`config.mk`:
```
export PLATFORM = sky130hd
export DESIGN_NAME = crc_parallel_engine
export DESIGN_NICKNAME = d
export VERILOG_FILES = /design/src/rtl/crc_pkg.sv /design/src/rtl/crc_byte_step.sv /design/src/rtl/crc_parallel_engine.sv
export SDC_FILE = /design/constraint.sdc
export NUM_CORES = 1
export LEC_CHECK = 0
export BUFFER_PORTS_ARGS = -buffer_cell sky130_fd_sc_hd__buf_4
export CORE_MARGIN = 2
export CORE_UTILIZATION = 52
export CTS_CLUSTER_DIAMETER = 120
export DETAILED_ROUTE_END_ITERATION = 10
export PLACE_DENSITY = 0.82
export SYNTH_ARGS = -nofsm -noshare
export SYNTH_HDL_FRONTEND = slang
export SYNTH_SLANG_ARGS = --single-unit
export TNS_END_PERCENT = 30
```
`constraint.sdc`:
```
create_clock -name clk -period 4.9 [get_ports clk]
set_input_delay 0.245 -clock clk [delete_from_list [all_inputs] [get_ports clk]]
set_output_delay 0.245 -clock clk [all_outputs]
set_load 0.02 [all_outputs]
```
`src/rtl/crc_pkg.sv`:
```
// rtl/crc_pkg.sv - shared types, presets and helpers for the parallel CRC engine
// Purpose: FSM state enum, bit-reverse helper and preset parameter constants
//          (ARC, CCITT-FALSE, MODBUS) used by crc_parallel_engine.
// Ports:   none (package).
package crc_pkg;

   typedef enum logic [1:0] {
      IDLE = 2'd0,
      RUN  = 2'd1,
      DONE = 2'd2
   } crc_state_t;

   localparam logic [15:0] ARC_POLY           = 16'h8005;
   localparam logic [15:0] ARC_INIT           = 16'h0000;
   localparam logic [15:0] ARC_XOROUT         = 16'h0000;
   localparam bit          ARC_REFIN          = 1'b1;
   localparam bit          ARC_REFOUT         = 1'b1;

   localparam logic [15:0] CCITT_FALSE_POLY   = 16'h1021;
   localparam logic [15:0] CCITT_FALSE_INIT   = 16'hFFFF;
   localparam logic [15:0] CCITT_FALSE_XOROUT = 16'h0000;
   localparam bit          CCITT_FALSE_REFIN  = 1'b0;
   localparam bit          CCITT_FALSE_REFOUT = 1'b0;

   localparam logic [15:0] MODBUS_POLY        = 16'h8005;
   localparam logic [15:0] MODBUS_INIT        = 16'hFFFF;
   localparam logic [15:0] MODBUS_XOROUT      = 16'h0000;
   localparam bit          MODBUS_REFIN       = 1'b1;
   localparam bit          MODBUS_REFOUT      = 1'b1;

   // Reverses the low 'width' bits of value; bits above width come back as 0.
   function automatic logic [31:0] bit_reverse(input logic [31:0] value,
                                               input int unsigned width);
      logic [31:0] result;
      result = '0;
      for (int unsigned i = 0; i < 32; i++) begin
         if (i < width) begin
            result[i] = value[5'(width - 32'd1 - i)];
         end
      end
      return result;
   endfunction

endpackage

```
`src/rtl/crc_byte_step.sv`:
```
// rtl/crc_byte_step.sv - combinational single-byte CRC update
// Purpose: folds one byte into a CRC register, MSB-first shift convention.
// Ports:   crc_in    - register value before this byte
//          data_byte - byte to fold (reflected first when refin is set)
//          poly      - generator polynomial, normal form
//          refin     - reflect the byte before folding
//          crc_out   - register value after this byte
module crc_byte_step #(
   parameter int unsigned CRC_W = 16
) (
   input  logic [CRC_W-1:0] crc_in,
   input  logic [7:0]       data_byte,
   input  logic [CRC_W-1:0] poly,
   input  logic             refin,
   output logic [CRC_W-1:0] crc_out
);

   logic [7:0]       byte_in;
   logic [CRC_W-1:0] acc;

   always_comb begin
      byte_in = data_byte;
      if (refin) begin
         for (int i = 0; i < 8; i++) begin
            byte_in[i] = data_byte[7-i];
         end
      end
      // Bit 7 of the (possibly reflected) byte enters the register first.
      acc = crc_in;
      for (int i = 7; i >= 0; i--) begin
         if (acc[CRC_W-1] ^ byte_in[i]) begin
            acc = (acc << 1) ^ poly;
         end else begin
            acc = acc << 1;
         end
      end
   end

   assign crc_out = acc;

endmodule

```
`src/rtl/crc_parallel_engine.sv`:
```
// rtl/crc_parallel_engine.sv - multi-byte-per-beat CRC engine with result handshake
// Purpose: folds DATA_W/8 bytes per accepted beat into a CRC register and
//          presents the finalised CRC with a valid/ready handshake.
// Ports:   clk, rst               - clock, synchronous active-high reset
//          data, data_keep        - beat payload (byte 0 first), byte enables
//          data_last, data_valid  - end-of-frame marker, beat present
//          data_ready             - high in IDLE/RUN, low while a result is held
//          crc_clear              - abort current frame (beats that cycle dropped)
//          crc, crc_valid         - finalised CRC and its valid flag
//          crc_ready              - result consumer ready
module crc_parallel_engine
   import crc_pkg::*;
#(
   parameter int unsigned      DATA_W = 8,
   parameter int unsigned      CRC_W  = 16,
   parameter logic [CRC_W-1:0] POLY   = CRC_W'(ARC_POLY),
   parameter logic [CRC_W-1:0] INIT   = CRC_W'(ARC_INIT),
   parameter logic [CRC_W-1:0] XOROUT = CRC_W'(ARC_XOROUT),
   parameter bit               REFIN  = ARC_REFIN,
   parameter bit               REFOUT = ARC_REFOUT
) (
   input  logic                clk,
   input  logic                rst,
   input  logic [DATA_W-1:0]   data,
   input  logic [DATA_W/8-1:0] data_keep,
   input  logic                data_last,
   input  logic                data_valid,
   output logic                data_ready,
   input  logic                crc_clear,
   output logic [CRC_W-1:0]    crc,
   output logic                crc_valid,
   input  logic                crc_ready
);

   localparam int unsigned NB = DATA_W / 8;

   crc_state_t       state;
   logic [CRC_W-1:0] crc_reg;
   logic [NB-1:0]    keep_eff;
   logic [CRC_W-1:0] stage    [NB+1];
   logic [CRC_W-1:0] step_out [NB];
   logic             accept;

   // Only the last beat honours data_keep, and only up to its first 0 bit,
   // so the enabled bytes always form an LSB-contiguous prefix.
   always_comb begin
      keep_eff = '1;
      if (data_last) begin
         keep_eff[0] = data_keep[0];
         for (int i = 1; i < NB; i++) begin
            keep_eff[i] = keep_eff[i-1] & data_keep[i];
         end
      end
   end

   assign stage[0] = crc_reg;

   for (genvar g = 0; g < NB; g++) begin : g_step
      crc_byte_step #(
         .CRC_W(CRC_W)
      ) u_step (
         .crc_in   (stage[g]),
         .data_byte(data[8*g +: 8]),
         .poly     (POLY),
         .refin    (REFIN),
         .crc_out  (step_out[g])
      );
      assign stage[g+1] = keep_eff[g] ? step_out[g] : stage[g];
   end

   assign accept = data_valid && data_ready;

   always_ff @(posedge clk) begin
      if (rst || crc_clear) begin
         state      <= IDLE;
         crc_reg    <= INIT;
         crc_valid  <= 1'b0;
         data_ready <= 1'b1;
      end else begin
         case (state)
            IDLE, RUN: begin
               if (accept) begin
                  crc_reg <= stage[NB];
                  if (data_last) begin
                     state      <= DONE;
                     crc_valid  <= 1'b1;
                     data_ready <= 1'b0;
                  end else begin
                     state <= RUN;
                  end
               end
            end
            DONE: begin
               if (crc_ready) begin
                  state      <= IDLE;
                  crc_reg    <= INIT;
                  crc_valid  <= 1'b0;
                  data_ready <= 1'b1;
               end
            end
            default: begin
               state      <= IDLE;
               crc_reg    <= INIT;
               crc_valid  <= 1'b0;
               data_ready <= 1'b1;
            end
         endcase
      end
   end

   // The register is frozen in DONE, so crc is stable while crc_valid is high.
   assign crc = (REFOUT ? CRC_W'(bit_reverse(32'(crc_reg), CRC_W)) : crc_reg) ^ XOROUT;

endmodule

```
==> results of run 1 <==
## critical path: stages (launching register included)
cell and delay (ps):
dfxtp_1 350, xnor2_1 310, xor2_1 160, xnor2_1 390, xnor2_2 180, nor2_1 70, a211o_1 260
## cell type report
| type | count | share of cell area, % |
|---|---|---|
| Tap cell | 25 | 2.45 |
| Clock buffer | 4 | 2.84 |
| Timing Repair Buffer | 33 | 19.4 |
| Multi-Input combinational cell | 91 | 43.6 |
| Sequential cell | 20 | 31.4 |
| Inverter | 1 | 0.294 |
## logic make-up after synthesis
kind of cell	count (synthesis)
AOI/OAI and AO/OA	21
DFF	20
xor gates and xnor gates	22
and+or+nand+nor	48
buffers and inverters	7
## stage by stage
stage                     cells  hold WS [ps]  utilization [%]  worst slack, ps  instance area, sq um
final                       174           184             73.1             3090                  1280
after CTS                   174           180             73.1             3080                  1280
after floorplan             118           366                -             3170                   983
after global routing        174           219             73.1             2940                  1280
after global placement      170           456             71.0             3100                  1240
after detailed placement    170           470             71.0             3080                  1240
## layer usage
metal | track usage (%) | part of all wire (%) | vias to the layer above | routed length, um
met5 | 0 | 0 | - | 0
met4 | 8.33 | 1.1 | 0 | 25
met3 | 2.26 | 4.0 | 4 | 89
met2 | 37.8 | 50 | 26 | 1110
met1 | 27.6 | 45 | 409 | 992
li1 | - | - | 456 | -
## placed cells by master, fill, tap and decap left out, types with 2 or more instances in the layout
cell type  Yosys  layout
buf_4          0      33
nor3_1         2       2
nor2_1        11      11
nand3_1       15      15
nand2_1       14      14
a31oi_1        2       2
xnor2_1       13      13
a21oi_1       15      15
clkbuf_4       0       3
xor2_2         3       3
xor2_1         5       5
dfxtp_1       20      20
## how the worst max path moves through the flow
stage / from / end / slack (ps) / cells past startpoint
final: crc_reg[10] / crc_reg[15] / 3090 / 6
after global routing: crc_reg[10] / crc_reg[15] / 2940 / 6
after CTS: crc_reg[10] / crc_reg[15] / 3080 / 6
after detailed placement: data[5] / crc_reg[15] / 3080 / 7
after global placement: data[5] / crc_reg[15] / 3100 / 7
after floorplan: crc_reg[11] / crc_reg[15] / 3170 / 6
## report_power, final
group	internal, mW	switching [mW]
logic	0.0445	0.0514
clock network	0.0453	0.0507
registers	0.169	0.00582
total	0.259	0.108
==> impl_metrics.env, run 1 <==
export IMPL_rrSetupSlack_ps=3090
export IMPL_std_cell_rows=15
export IMPL_wire_per_inst_um=12.7
export IMPL_synth_compound_area_share_pct=11.6
export IMPL_hpwl_um=1580
export IMPL_globalplace_congestion=0.819
export IMPL_yosys_area_top_type_share_pct=40.7
export IMPL_power_density_nw_per_um2=287
export IMPL_io_pins=33
export IMPL_worstPathRequired_ps=5100
export IMPL_hp_class="input pin to flip-flop"
export IMPL_syn_inst=118
export IMPL_cts_setup_buffers=0
export IMPL_slew_headroom_pct=15.9
export IMPL_seqCellArea_sq_um=400
export IMPL_clk_latency_ps=300
export IMPL_largest_register_ffs=16
export IMPL_synth_edf_count=0
export IMPL_max_freq_mhz=552
export IMPL_antennaDiodeCount=0
export IMPL_clockBufferDepth=2
export IMPL_power_mw=0.366
export IMPL_drc=0
export IMPL_synth_most_common_cell="dfxtp_1"
export IMPL_worst_slew_pin_slew_ps=1250
export IMPL_synth_seq_area_share_pct=40.7
export IMPL_die_x_um=47.5
export IMPL_critPathArrivalTime_ps=2010
export IMPL_wirelength_um=2220
export IMPL_rsz0062_at_grt="no"
export IMPL_synth_mux_area_share_pct=0
export IMPL_synth_async_reset_ratio_pct=0
export IMPL_reg2reg_depth=6
export IMPL_clk_pin_slew_ps=110
export IMPL_critPathCaptureType="flip-flop"
export IMPL_clkSinkCount=20
export IMPL_maxCapViolCount=0
export IMPL_critical_path_max_fanout=3
export IMPL_ant_nets=0
export IMPL_vias_per_cell=5.14
export IMPL_hold_violations=0
export IMPL_start_util_pct=56.3
export IMPL_num_vias=895
export IMPL_grt_usage_pct=21.7
export IMPL_cts_root_buf="clkbuf_4"
export IMPL_cts_tree="built"
export IMPL_holdPathEnd="data_ready"
export IMPL_synthSimpleGateAreaFrac_pct=22.4
export IMPL_die_area_sq_um=2260
export IMPL_chipHeight_um=47.5
export IMPL_multi_input_area_sq_um=557
export IMPL_postCtsHoldBufs=0
export IMPL_ys_flop_type="dfxtp_1"
export IMPL_synth_xor_area_share_pct=22.6
export IMPL_synth_top_area_cell="dfxtp_1"
export IMPL_reg2reg_to="crc_reg[15]"
export IMPL_grt_overflow=0
export IMPL_first_pass_iters=4
export IMPL_setup_viol=0
export IMPL_slew_viol_final=0
export IMPL_ir_worst_vdd_mv=0.221
export IMPL_p_leak_nw=0.528
export IMPL_grt_pass1_vias=786
export IMPL_avgSynthCellArea_sq_um=8.33
export IMPL_syn_nets=133
export IMPL_drive_above_1_share_pct=28.2
export IMPL_outcome="finished, final reports clean"
export IMPL_synth_top_cells_by_count="dfxtp_1 (20), a21oi_1 (15), nand3_1 (15), nand2_1 (14), xnor2_1 (13)"
export IMPL_synth_cell_types=24
export IMPL_min_from="rst"
export IMPL_port_buffers=32
export IMPL_syn_to_final_growth_pct=29.8
export IMPL_fin_worst_skew_ps=6.64
export IMPL_grt_pass1_wl_um=3420
export IMPL_h_tree_depth=1
export IMPL_synth_top_family_by_area="XOR/XNOR gates"
export IMPL_yosys_warnings=0
export IMPL_grt_max_degree=20
export IMPL_critPathLaunchType="flip-flop"
export IMPL_fin_setup_tns_ps=0
export IMPL_fill_cells=142
export IMPL_final_nets=165
export IMPL_cts_buffers_inserted=3
export IMPL_r2r_start="crc_reg[10]"
export IMPL_post_route_period_util_pct=36.9
export IMPL_antenna_found_initial=0
export IMPL_synth_area_leaders="dfxtp_1 (41%), xnor2_1 (12%), a21oi_1 (7.6%)"
export IMPL_synth_area_sq_um=983
export IMPL_ys_seq_elements=20
export IMPL_cts_resized=0
export IMPL_crit_type="flip-flop to flip-flop"
export IMPL_period_needed_ps=1810
export IMPL_synth_adder_area_share_pct=0
export IMPL_drtIter0Drc=10
export IMPL_whs_path_depth=3
export IMPL_core_sq_um=1750
(Power assumes the default switching activity.)
==> run 2, diff against run 1 <==
--- a/config.mk
+++ b/config.mk
@@ -7,10 +7,10 @@
 export LEC_CHECK = 0
 export BUFFER_PORTS_ARGS = -buffer_cell sky130_fd_sc_hd__buf_4
 export CORE_MARGIN = 2
-export CORE_UTILIZATION = 52
+export CORE_UTILIZATION = 44
 export CTS_CLUSTER_DIAMETER = 120
 export DETAILED_ROUTE_END_ITERATION = 10
-export PLACE_DENSITY = 0.82
+export PLACE_DENSITY = 0.74
 export SYNTH_ARGS = -nofsm -noshare
 export SYNTH_HDL_FRONTEND = slang
 export SYNTH_SLANG_ARGS = --single-unit
==> constraint.sdc (replaced) <==
create_clock -name clk -period 1.5 [get_ports clk]
set_input_delay 0.075 -clock clk [delete_from_list [all_inputs] [get_ports clk]]
set_output_delay 0.075 -clock clk [all_outputs]
set_load 0.02 [all_outputs]
==> run 2 against run 1 <==
  * The run now ends with setup timing left
  * Critical endpoint unchanged
  * Sequential share of layout area down 3.8 points
  * Combinational power rose to 4.2 times the previous value
  * Utilization fell by 3.6 points
==> impl_metrics.env, run 2 (synthesis gave the netlist of run 1 again) <==
export IMPL_slew_viol_final=0
export IMPL_clk_pin_slew_ps=110
export IMPL_crit_type="flip-flop to flip-flop"
export IMPL_setup_ws_ps=-24.9
export IMPL_endpoint="crc_reg[15]"
export IMPL_clkSinkCount=20
export IMPL_grt_max_degree=20
export IMPL_cts_buffers_inserted=3
export IMPL_clk_latency_ps=290
export IMPL_reg2reg_depth=6
export IMPL_port_buffers=32
export IMPL_crit_family="XOR/XNOR gates"
export IMPL_hp_class="input pin to flip-flop"
export IMPL_max_freq_mhz=656
export IMPL_p_leak_nw=0.646
export IMPL_maxCapViolCount=0
export IMPL_critical_path_cell_chain="xor2_4, xor2_2, xnor2_2, xnor2_2, nor2_1, a211o_1"
export IMPL_layout_common_cells="buf_4 (47), nand3_1 (15), a21oi_1 (15)"
export IMPL_power_mw=1.22
export IMPL_num_vias=977
export IMPL_seqCellArea_sq_um=417
export IMPL_core_sq_um=2170
export IMPL_grt_usage_pct=20.0
export IMPL_antenna_found_initial=0
export IMPL_antennaDiodeCount=0
export IMPL_ir_worst_vdd_mv=0.610
export IMPL_holdWs_ps=5.18
export IMPL_ant_nets=0
export IMPL_io_pins=33
export IMPL_place_ws_ps=-57.7
export IMPL_r2r_start="crc_reg[11]"
export IMPL_rsz0062_at_grt="yes"
export IMPL_fill_cells=181
export IMPL_layout_cells_non_filler=190
export IMPL_globalplace_congestion=0.784
export IMPL_die_area_sq_um=2630
export IMPL_slowest_stage="dfxtp_4"
export IMPL_worst_path_stages=6
export IMPL_grt_pass1_vias=919
export IMPL_worstPathRequired_ps=1690
export IMPL_fin_worst_skew_ps=2.16
export IMPL_drtIter0Drc=11
export IMPL_cts_root_buf="clkbuf_4"
export IMPL_final_common_cell="buf_4"
export IMPL_power_density_nw_per_um2=809
export IMPL_hold_violations=0
export IMPL_first_pass_iters=4
export IMPL_dp_cells=185
export IMPL_crit_start="crc_reg[11]"
export IMPL_critical_path_max_fanout=3
export IMPL_worst_slew_pin_slew_ps=368
export IMPL_violations="setup timing"
export IMPL_slew_headroom_pct=75.4
export IMPL_start_util_pct=45.3
export IMPL_critPathLaunchType="flip-flop"
export IMPL_period_needed_ps=1520
export IMPL_wire_per_inst_um=12.4
export IMPL_cts_tree="built"
export IMPL_slowest_delay_ps=390
export IMPL_grt_pass1_wl_um=3920
export IMPL_crit_buf_inv=0
export IMPL_drive_above_1_share_pct=46.9
export IMPL_vias_per_cell=5.14
export IMPL_path_common_cell="xnor2_2"
export IMPL_hpwl_um=1710
export IMPL_chipHeight_um=51.3
export IMPL_std_cell_rows=17
export IMPL_rrSetupSlack_ps=-20
export IMPL_drc=0
export IMPL_final_core_util_pct=69.6
export IMPL_setup_viol=1
export IMPL_clockBufferDepth=2
export IMPL_die_x_um=51.3
export IMPL_multi_input_area_sq_um=678
export IMPL_critPathArrivalTime_ps=1720
export IMPL_h_tree_depth=1
export IMPL_critPathCaptureType="flip-flop"
export IMPL_final_nets=179
export IMPL_wirelength_um=2360
export IMPL_grt_overflow=0
export IMPL_outcome="complete, but fails checks"
export IMPL_reg2reg_to="crc_reg[15]"
export IMPL_postCtsHoldBufs=0
export IMPL_post_route_period_util_pct=102
export IMPL_largest_register_ffs=16
export IMPL_syn_to_final_growth_pct=53.4
-- run 2: worst min path at each step --
stage               from          to  slack [ps]  cells past startpoint
global placement     rst  data_ready         300                      3
floorplan            rst  data_ready         200                      2
detailed placement   rst  data_ready         310                      3
global route         rst  data_ready           8                      3
finish               rst  data_ready           5                      3
CTS                  rst  data_ready           3                      3
-- run 2: cell type report --
class	count	share of cell area [%]
repair buffers	47	23.4
multi-input cells	91	44.9
clock buffers	3	1.49
inverters	1	0.249
well taps	28	2.32
flip-flops and latches	20	27.6
-- run 2: layer usage --
layer	GRT usage, %	share of wire (%)	vias up
met1	25.1	42	464
met2	34.4	53	26
met4	6.58	0.72	0
met5	0	0	-
met3	3.51	4.7	4
li1	-	-	483
-- run 2: stage by stage --
step / TNS [ps] / area (sq um)
2_1_floorplan: -23.0 / 1070
3_3_place_gp: -21.9 / 1410
3_5_place_dp: -57.7 / 1410
4_1_cts: -31.5 / 1480
5_1_grt: -135 / 1510
6_report: -24.9 / 1510
-- run 2: what timing repair did --
action                     4_1_cts  5_1_grt
buffers inserted                 1        1
gates resized for setup          4        3
setup endpoints to repair        1        4
pin swaps                        2        2
-- run 2: where the power goes --
part | internal (mW) | switching [mW]
Combinational | 0.207 | 0.193
Sequential | 0.550 | 0.0214
Clock | 0.0935 | 0.156
-- run 2: worst register-to-register path: stages, from the launching register on --
cell and delay [ps]:
dfxtp_4 390, xor2_4 190, xor2_2 220, xnor2_2 180, xnor2_2 170, nor2_1 70, a211o_1 220
